File: config.mk
export PLATFORM = sky130hd
export DESIGN_NAME = an_encoder_seq
export DESIGN_NICKNAME = d
export VERILOG_FILES = /design/src/rtl/an_pkg.sv /design/src/rtl/an_encoder_seq.sv
export SDC_FILE = /design/constraint.sdc
export NUM_CORES = 1
export LEC_CHECK = 0
export CELL_PAD_IN_SITES_DETAIL_PLACEMENT = 1
export CELL_PAD_IN_SITES_GLOBAL_PLACEMENT = 1
export CORE_MARGIN = 10
export CORE_UTILIZATION = 35
export DETAILED_ROUTE_END_ITERATION = 12
export HOLD_SLACK_MARGIN = 0.15
export MAX_ROUTING_LAYER = met4
export PLACE_DENSITY_LB_ADDON = 0.1
export SLEW_MARGIN = 20
export SYNTH_ARGS = -nofsm -noshare
export SYNTH_HDL_FRONTEND = slang
export SYNTH_SLANG_ARGS = --single-unit
File: constraint.sdc
create_clock -name clk -period 4.5 [get_ports clk]
set_clock_uncertainty 0.05 [all_clocks]
set_input_delay 0.675 -clock clk [delete_from_list [all_inputs] [get_ports clk]]
set_output_delay 0.675 -clock clk [all_outputs]
set_load 0.05 [all_outputs]
File: src/rtl/an_pkg.sv
// Shared AN-code constants and encoder FSM state encoding.
// The combinational AN decoder imports the same constants.
package an_pkg;

    localparam int AN_A     = 61;
    localparam int AN_A_W   = 6;
    localparam int AN_N_W   = 24;
    localparam int AN_W     = 30;
    localparam int AN_POS_W = 5;

    typedef enum logic [1:0] {
        IDLE = 2'd0,
        MUL  = 2'd1,
        HOLD = 2'd2
    } an_state_t;

endpackage

File: src/rtl/an_encoder_seq.sv
// Sequential AN-code encoder: out_ref = A*N computed by shift-and-add,
// one multiplier bit per cycle. out_an is the same codeword, optionally
// with a single bit flipped for error-injection runs.
module an_encoder_seq
    import an_pkg::*;
#(
    parameter int N_W   = AN_N_W,
    parameter int A     = AN_A,
    parameter int A_W   = AN_A_W,
    parameter int AN_W  = an_pkg::AN_W,
    parameter int POS_W = AN_POS_W
) (
    input  logic             clk,
    input  logic             rst,
    input  logic             in_valid,
    output logic             in_ready,
    input  logic [N_W-1:0]   in_n,
    input  logic             inj_en,
    input  logic [POS_W-1:0] inj_pos,
    output logic             out_valid,
    input  logic             out_ready,
    output logic [AN_W-1:0]  out_an,
    output logic [AN_W-1:0]  out_ref
);

    localparam int                 CNT_W    = $clog2(A_W + 1);
    localparam logic [A_W-1:0]     A_BITS   = A_W'(A);
    localparam logic [CNT_W-1:0]   CNT_LAST = CNT_W'(A_W - 1);

    // Parameter legality is enforced at elaboration.
    if (A % 2 == 0) begin : g_chk_a_odd
        $error("an_encoder_seq: A must be odd");
    end
    if (A >= (1 << A_W)) begin : g_chk_a_range
        $error("an_encoder_seq: A must be below 2**A_W");
    end
    if (AN_W != N_W + A_W) begin : g_chk_an_w
        $error("an_encoder_seq: AN_W must equal N_W + A_W");
    end
    if ((1 << POS_W) < AN_W) begin : g_chk_pos_w
        $error("an_encoder_seq: 2**POS_W must cover AN_W");
    end
    if (64'(A) * ((64'd1 << N_W) - 64'd1) >= (64'd1 << AN_W)) begin : g_chk_ovf
        $error("an_encoder_seq: A*(2**N_W-1) must fit in AN_W bits");
    end

    an_state_t        state;
    an_state_t        state_next;
    logic [N_W-1:0]   n_q;
    logic             inj_en_q;
    logic [POS_W-1:0] inj_pos_q;
    logic [AN_W-1:0]  acc;
    logic [AN_W-1:0]  acc_next;
    logic [AN_W-1:0]  flip_mask;
    logic [CNT_W-1:0] cnt;
    logic             mul_last;

    // State register.
    always_ff @(posedge clk or posedge rst) begin
        if (rst) begin
            state <= IDLE;
        end else begin
            state <= state_next;
        end
    end

    // Next-state and handshake outputs.
    always_comb begin
        state_next = state;
        in_ready   = 1'b0;
        out_valid  = 1'b0;
        case (state)
            IDLE: begin
                in_ready = 1'b1;
                if (in_valid) state_next = MUL;
            end
            MUL: begin
                if (mul_last) state_next = HOLD;
            end
            HOLD: begin
                out_valid = 1'b1;
                if (out_ready) state_next = IDLE;
            end
            default: state_next = IDLE;
        endcase
    end

    // Partial-product add for the current multiplier bit and the injection mask.
    always_comb begin
        mul_last  = (state == MUL) && (cnt == CNT_LAST);
        acc_next  = acc;
        if (A_BITS[cnt]) acc_next = acc + (AN_W'(n_q) << cnt);
        flip_mask = '0;
        if (inj_en_q && (32'(inj_pos_q) < AN_W)) flip_mask = AN_W'(1) << inj_pos_q;
    end

    // Input capture, shift-add accumulator and output codeword registers.
    always_ff @(posedge clk or posedge rst) begin
        if (rst) begin
            n_q       <= '0;
            inj_en_q  <= 1'b0;
            inj_pos_q <= '0;
            acc       <= '0;
            cnt       <= '0;
            out_an    <= '0;
            out_ref   <= '0;
        end else begin
            case (state)
                IDLE: begin
                    if (in_valid) begin
                        n_q       <= in_n;
                        inj_en_q  <= inj_en;
                        inj_pos_q <= inj_pos;
                        acc       <= '0;
                        cnt       <= '0;
                    end
                end
                MUL: begin
                    acc <= acc_next;
                    cnt <= cnt + CNT_W'(1);
                    if (mul_last) begin
                        out_ref <= acc_next;
                        out_an  <= acc_next ^ flip_mask;
                    end
                end
                default: ;
            endcase
        end
    end

endmodule

==> results of run 1 <==
[per-stage QoR]
stage               instance area (um^2)  setup slack (ns)  hold WS [ns]   util  cells
floorplan                           7970             0.447         0.406      -    923
global placement                    9340             0.483         0.411  0.415   1281
detailed placement                  9340             0.465         0.420  0.415   1281
CTS                                 9950             0.452         0.433  0.442   1313
global route                        9950             0.194         0.459  0.442   1314
finish                              9950             0.445         0.426  0.442   1314
[flip-flops by register name, indices dropped and copies added (netlist names)]
name,cells
acc,30
out_an,30
inj_en_q,1
n_q,24
cnt,3
inj_pos_q,5
out_ref,30
state,2
[kinds of logic (layout without fill, tap and decap cells)]
| kind of cell | after synthesis | after routing | share of synthesized area |
|---|---|---|---|
| flip-flops | 125 | 125 | 0.392 |
| AO/OA/AOI/OAI | 221 | 221 | 0.172 |
| XOR/XNOR | 51 | 51 | 0.0560 |
| buffers and inverters | 74 | 179 | 0.0369 |
| other | 0 | 1 | 0 |
| adder cells (fa/ha/maj) | 32 | 32 | 0.0512 |
| multiplexers | 51 | 51 | 0.0868 |
| AND/OR/NAND/NOR | 369 | 369 | 0.205 |
[cells in the final DEF, fill, tap and decap left out, types with 4 or more instances in the layout]
| master | Yosys | routed |
|---|---|---|
| nor2_1 | 48 | 48 |
| a211oi_1 | 5 | 5 |
| dfrtp_1 | 125 | 125 |
| o21ai_1 | 11 | 11 |
| nand2b_1 | 8 | 8 |
| clkdlybuf4s50_1 | 0 | 95 |
| o31ai_1 | 6 | 6 |
| a22o_1 | 6 | 6 |
| buf_4 | 1 | 34 |
| inv_6 | 0 | 6 |
| or3_1 | 6 | 6 |
| xor2_1 | 21 | 21 |
| clkbuf_16 | 0 | 17 |
| nand4_1 | 6 | 6 |
| mux4_2 | 12 | 12 |
| xnor2_1 | 30 | 30 |
| mux2i_1 | 14 | 14 |
| nand3b_1 | 4 | 4 |
| a21oi_1 | 30 | 30 |
| nor3b_1 | 5 | 5 |
| and2_1 | 6 | 6 |
| ha_1 | 31 | 31 |
| mux2_2 | 25 | 25 |
| nand2_1 | 219 | 219 |
| nand3_1 | 34 | 33 |
| o21ai_0 | 103 | 103 |
| inv_1 | 17 | 16 |
| a21o_1 | 14 | 14 |
| nor3_1 | 10 | 10 |
[per-layer routing]
metal / wire length (um) / share of wire / global-route usage
met4: 412 / 0.016 / 0.0563
met2: 12500 / 0.48 / 0.308
met3: 866 / 0.033 / 0.0288
met1: 12600 / 0.48 / 0.249
met5: 0 / 0 / -
[worst reg2reg max path, cell delays in order, from the launching register on]
cell and delay, ns:
dfrtp_1 0.35, buf_4 0.24, mux2_2 0.41, mux4_2 0.53, ha_1 0.46, nand4_1 0.23, or4_1 0.49, o2111ai_1 0.22
a311oi_1 0.14, nor3_2 0.29, xor2_1 0.28, xor2_1 0.18, o21ai_1 0.07
[cell type report]
| cell class | count | area, um^2 |
|---|---|---|
| clock buffers | 18 | 439 |
| diodes | 1 | 2.50 |
| clock inverters | 14 | 166 |
| well taps | 285 | 357 |
| multi-input cells | 724 | 4560 |
| repair buffers | 130 | 1230 |
| flip-flops and latches | 125 | 3130 |
| fillers | 2649 | 12600 |
| inverters | 17 | 66.3 |
[worst paths after layout]
kind,startpoint,slack [ns],end,depth (start not counted)
worst max-delay path,cnt[1],0.45,out_an[29],12
worst min-delay path,out_ref[16],0.43,out_ref[16],2
worst max register to register,cnt[1],0.45,out_an[29],12
worst min register to register,out_ref[16],0.43,out_ref[16],2
max in group asynchronous,rst,3.16,acc[12],3
min in group asynchronous,rst,0.70,inj_en_q,3
==> flow_metrics.py, run 1 <==
metrics = {
    "timing": {
        "max_freq_ghz": 0.247,
        "slew_viol_final": 0,
        "tns_ns": 0,
        "tightestPinTransition_ns": 0.809,
        "fin_crit_sh": 0.901,
        "rsz0062_at_grt": "false",
        "slew_headroom": 0.461,
        "hold_viol_final": 0,
        "setup_viol": 0,
        "timing.final.crit_period_ns": 4.05,
    },
    "routing": {
        "vias": 6956,
        "drc": 0,
        "detail_route.vias_per_cell": 5.29,
        "first_iter_violations": 450,
        "routed_wl_um": 26400,
        "wl_per_cell_um": 20.1,
        "ant_nets": 0,
        "dr.pass1.iters": 4,
    },
    "critical_path": {
        "path_buf_inv": 1,
        "cp-end-kind": "flip-flop",
        "worstPathRequired_ns": 4.76,
        "crit_type": "flip-flop to flip-flop",
        "crit_top_cell": "xor2_1",
        "cp.arrival_ns": 4.32,
        "cp-start-kind": "flip-flop",
        "critPathMaxFanout": 16,
        "cpLargestDelayFamily": "simple AND/OR/NAND/NOR gates",
        "cp_cell_sequence": "buf_4, mux2_2, mux4_2, ha_1, nand4_1, or4_1, o2111ai_1, a311oi_1, nor3_2, xor2_1, xor2_1, o21ai_1",
        "slowest_delay_ns": 0.53,
        "slowest_stage": "mux4_2",
    },
    "global_route": {
        "antenna_found_initial": 1,
        "grt_pass1_vias": 7298,
        "grt_overflow_total": 0,
        "grt_max_degree": 126,
        "grt_usage": 0.192,
        "grt_pass1_wl_um": 42300,
    },
    "synthesis": {
        "synth_area_leader_cell": "dfrtp_1",
        "ys_seq_area_frac": 0.392,
        "ys_warn_count": 0,
        "synth.cell_area_mm2": 0.00797,
        "post-synth-top-area-fraction": 0.392,
        "yosys_most_used_dff": "dfrtp_1",
        "synth-edff-count": 0,
        "synth_nets": 989,
        "synth_cells": 923,
        "synthDistinctLibCells": 73,
        "ys_ff_latch": 125,
        "async_reset_ff_frac": 1.00,
        "syn_avg_cell_area_um2": 8.64,
        "synth.most_common_cell": "nand2_1",
        "synth_area_leaders": "dfrtp_1, nand2_1, o21ai_0",
        "synth_commonest_cells": "nand2_1, dfrtp_1, o21ai_0",
    },
    "clock_network": {
        "clk_latency_ns": 0.43,
        "postCtsHoldBufs": 0,
        "root_buffer": "clkbuf_16",
        "cts_buffers": 17,
        "tritoncts": "done",
        "clockBufferDepth": 2,
        "cts_setup_buffers": 0,
        "h-tree-depth": 4,
        "clk_pin_slew_worst_paths_ns": 0.07,
        "cts.sinks": 125,
        "cts_resized": 0,
    },
    "die": {
        "io_pins": 96,
        "dieArea_mm2": 0.0292,
        "die_h_um": 171,
        "core_area_mm2": 0.0225,
        "rows": 55,
        "die_w_um": 171,
        "start_util": 0.354,
    },
    "hold_path": {
        "min_path_type": "flip-flop to flip-flop",
    },
    "placement": {
        "place_congestion": 0.914,
        "dp_hpwl_um": 20400,
        "io_buffers": 95,
    },
    "layout": {
        "nets": 1081,
        "area_growth_pct": 24.8,
        "drive_gt1_frac": 0.119,
    },
    "run_status": {
        "status": "completed",
    },
    "job": {
        "cap_violations": 0,
    },
}
Power of run 1 is not shown: default switching activity piles up to over one toggle a cycle in this logic, so the estimate is an artifact.
==> run 2, diff against run 1 <==
--- a/config.mk
+++ b/config.mk
@@ -10,7 +10,7 @@
 export CORE_MARGIN = 10
 export CORE_UTILIZATION = 35
 export DETAILED_ROUTE_END_ITERATION = 12
-export HOLD_SLACK_MARGIN = 0.15
+export HOLD_SLACK_MARGIN = 0.06
 export MAX_ROUTING_LAYER = met4
 export PLACE_DENSITY_LB_ADDON = 0.1
 export SLEW_MARGIN = 20
==> results of run 2 <==
Same layout as run 1: the final DEF is identical, and so are final timing and power.
Power of run 2 is left out for the same reason.
==> run 3, diff against run 2 <==
--- a/config.mk
+++ b/config.mk
@@ -7,6 +7,7 @@
 export LEC_CHECK = 0
 export CELL_PAD_IN_SITES_DETAIL_PLACEMENT = 1
 export CELL_PAD_IN_SITES_GLOBAL_PLACEMENT = 1
+export CORE_ASPECT_RATIO = 1.1
 export CORE_MARGIN = 10
 export CORE_UTILIZATION = 35
 export DETAILED_ROUTE_END_ITERATION = 12
==> run 3 against run 2 <==
  * Global-route usage is 1.5 points lower
  * Utilization hardly changed
  * Non-clock buffer count decreased by 22
  * Cell count is 1.1% lower
  * First-iteration DRC count decreased by 40%
  * Final area is 1.0% lower
  * Critical path depth grew 1
  * Worst hold slack worse by 0.0015 ns
  * Count of clock-buffer cells in the layout stayed put
  * Via count decreased by 1.7%
  * Critical endpoint is now out_an[22]
==> flow_metrics.py, run 3 (synthesis results as in run 1) <==
metrics = {
    "routing": {
        "ant_nets": 0,
        "first_iter_violations": 269,
        "detail_route.vias_per_cell": 5.26,
        "dr.pass1.iters": 4,
        "routed_wl_um": 24800,
        "wl_per_cell_um": 19.1,
        "vias": 6840,
        "drc": 0,
    },
    "critical_path": {
        "r2r-start": "cnt[1]",
        "worstPathRequired_ns": 4.75,
        "critPathMaxFanout": 33,
        "crit_path_start": "cnt[1]",
        "reg2reg_to": "out_an[22]",
        "slowest_delay_ns": 0.48,
        "cp-endpoint": "out_an[22]",
        "cp.arrival_ns": 4.39,
        "crit_type": "flip-flop to flip-flop",
        "worstRegToRegCells": 13,
        "cp_cell_sequence": "buf_12, mux2_2, mux4_2, ha_1, nand3_1, or3_1, a31oi_2, or3_4, o2111ai_2, o21a_1, or3_4, xnor2_1, o21ai_1",
        "crit_top_cell": "or3_4",
        "cp-end-kind": "flip-flop",
        "slowest_stage": "mux4_2",
        "cp-start-kind": "flip-flop",
        "rrSetupSlack_ns": 0.36,
    },
    "die": {
        "die_w_um": 164,
        "start_util": 0.358,
        "die_h_um": 178,
        "dieArea_mm2": 0.0292,
        "io_pins": 96,
        "core_area_mm2": 0.0223,
        "rows": 57,
    },
    "timing": {
        "setup_viol": 0,
        "tns_ns": 0,
        "max_freq_ghz": 0.241,
        "tightestPinTransition_ns": 0.715,
        "rsz0062_at_grt": "false",
        "slew_viol_final": 0,
        "setup_ws_ns": 0.358,
        "timing.final.crit_period_ns": 4.14,
        "slew_headroom": 0.518,
        "fin_crit_sh": 0.920,
        "hold_viol_final": 0,
    },
    "clock_network": {
        "clk_latency_ns": 0.42,
        "cts_setup_buffers": 0,
        "clockBufferDepth": 2,
        "tritoncts": "done",
        "clk_pin_slew_worst_paths_ns": 0.06,
        "root_buffer": "clkbuf_16",
        "h-tree-depth": 4,
        "cts_buffers": 17,
        "cts.sinks": 125,
        "cts_resized": 0,
        "postCtsHoldBufs": 0,
    },
    "global_route": {
        "grt_pass1_vias": 6974,
        "grt_pass1_wl_um": 39800,
        "antenna_found_initial": 0,
        "grt_max_degree": 67,
        "grt_overflow_total": 0,
        "grt_usage": 0.178,
    },
    "layout": {
        "fill_cells": 2604,
        "antennaDiodeCount": 0,
        "stdcell_count": 1300,
        "final_common_cell": "nand2_1",
        "nets": 1059,
        "reg.largest.list": "acc x30, out_an x30, out_ref x30",
        "area_growth_pct": 23.5,
        "drive_gt1_frac": 0.0995,
        "layout_common_cells": "nand2_1, dfrtp_1, o21ai_0, clkdlybuf4s50_1, nor2_1",
    },
    "hold_path": {
        "min_path_type": "flip-flop to flip-flop",
        "min_from": "out_an[13]",
    },
    "placement": {
        "dpl.cell_count": 1269,
        "io_buffers": 95,
        "place_ws_ns": 0.398,
        "dp_hpwl_um": 19300,
        "place_congestion": 0.858,
    },
    "run_status": {
        "status": "completed",
    },
    "job": {
        "cap_violations": 0,
    },
}
-- run 3: metrics by stage --
stage	utilization	hold slack, ns	area, um^2
3_3_place_gp	0.415	0.412	9240
3_5_place_dp	0.415	0.421	9240
2_1_floorplan	-	0.406	7970
4_1_cts	0.442	0.434	9840
6_report	0.443	0.425	9850
5_1_grt	0.443	0.448	9850
-- run 3: worst max-delay path, delay by kind of cell (launching register included) --
kind                     cells  cell delay [ns]
adder cells (fa/ha/maj)      1             0.41
XOR/XNOR                     1             0.16
buffers and inverters        1             0.21
multiplexers                 2             0.88
AND/OR/NAND/NOR              4             1.15
AO/OA/AOI/OAI                4             0.76
flip-flops                   1             0.38
-- run 3: layout make-up --
cell class                      count  area [um^2]  area share
Inverter                           17         66.3     0.00673
Multi-Input combinational cell    724         4570       0.464
Sequential cell                   125         3130       0.318
Tap cell                          295          369      0.0375
Clock buffer                       18          439      0.0446
Clock inverter                     13          164      0.0166
Timing Repair Buffer              108         1110       0.113
-- run 3: worst min-delay path by stage --
stage,to,cells after the start
floorplan,acc[14],2
finish,out_an[13],2
detailed placement,out_ref[2],2
CTS,out_ref[2],2
global placement,out_ref[21],2
global route,out_an[14],2
-- run 3: metal layers --
metal  track usage  vias to the layer above  routed length, um
li1              -                     3368                  -
met1         0.230                     3330              11800
met2         0.284                      121              11600
met3        0.0265                       21               1000
met4        0.0499                        0                365
met5             -                        -                  0
Power of run 3 is left out for the same reason.
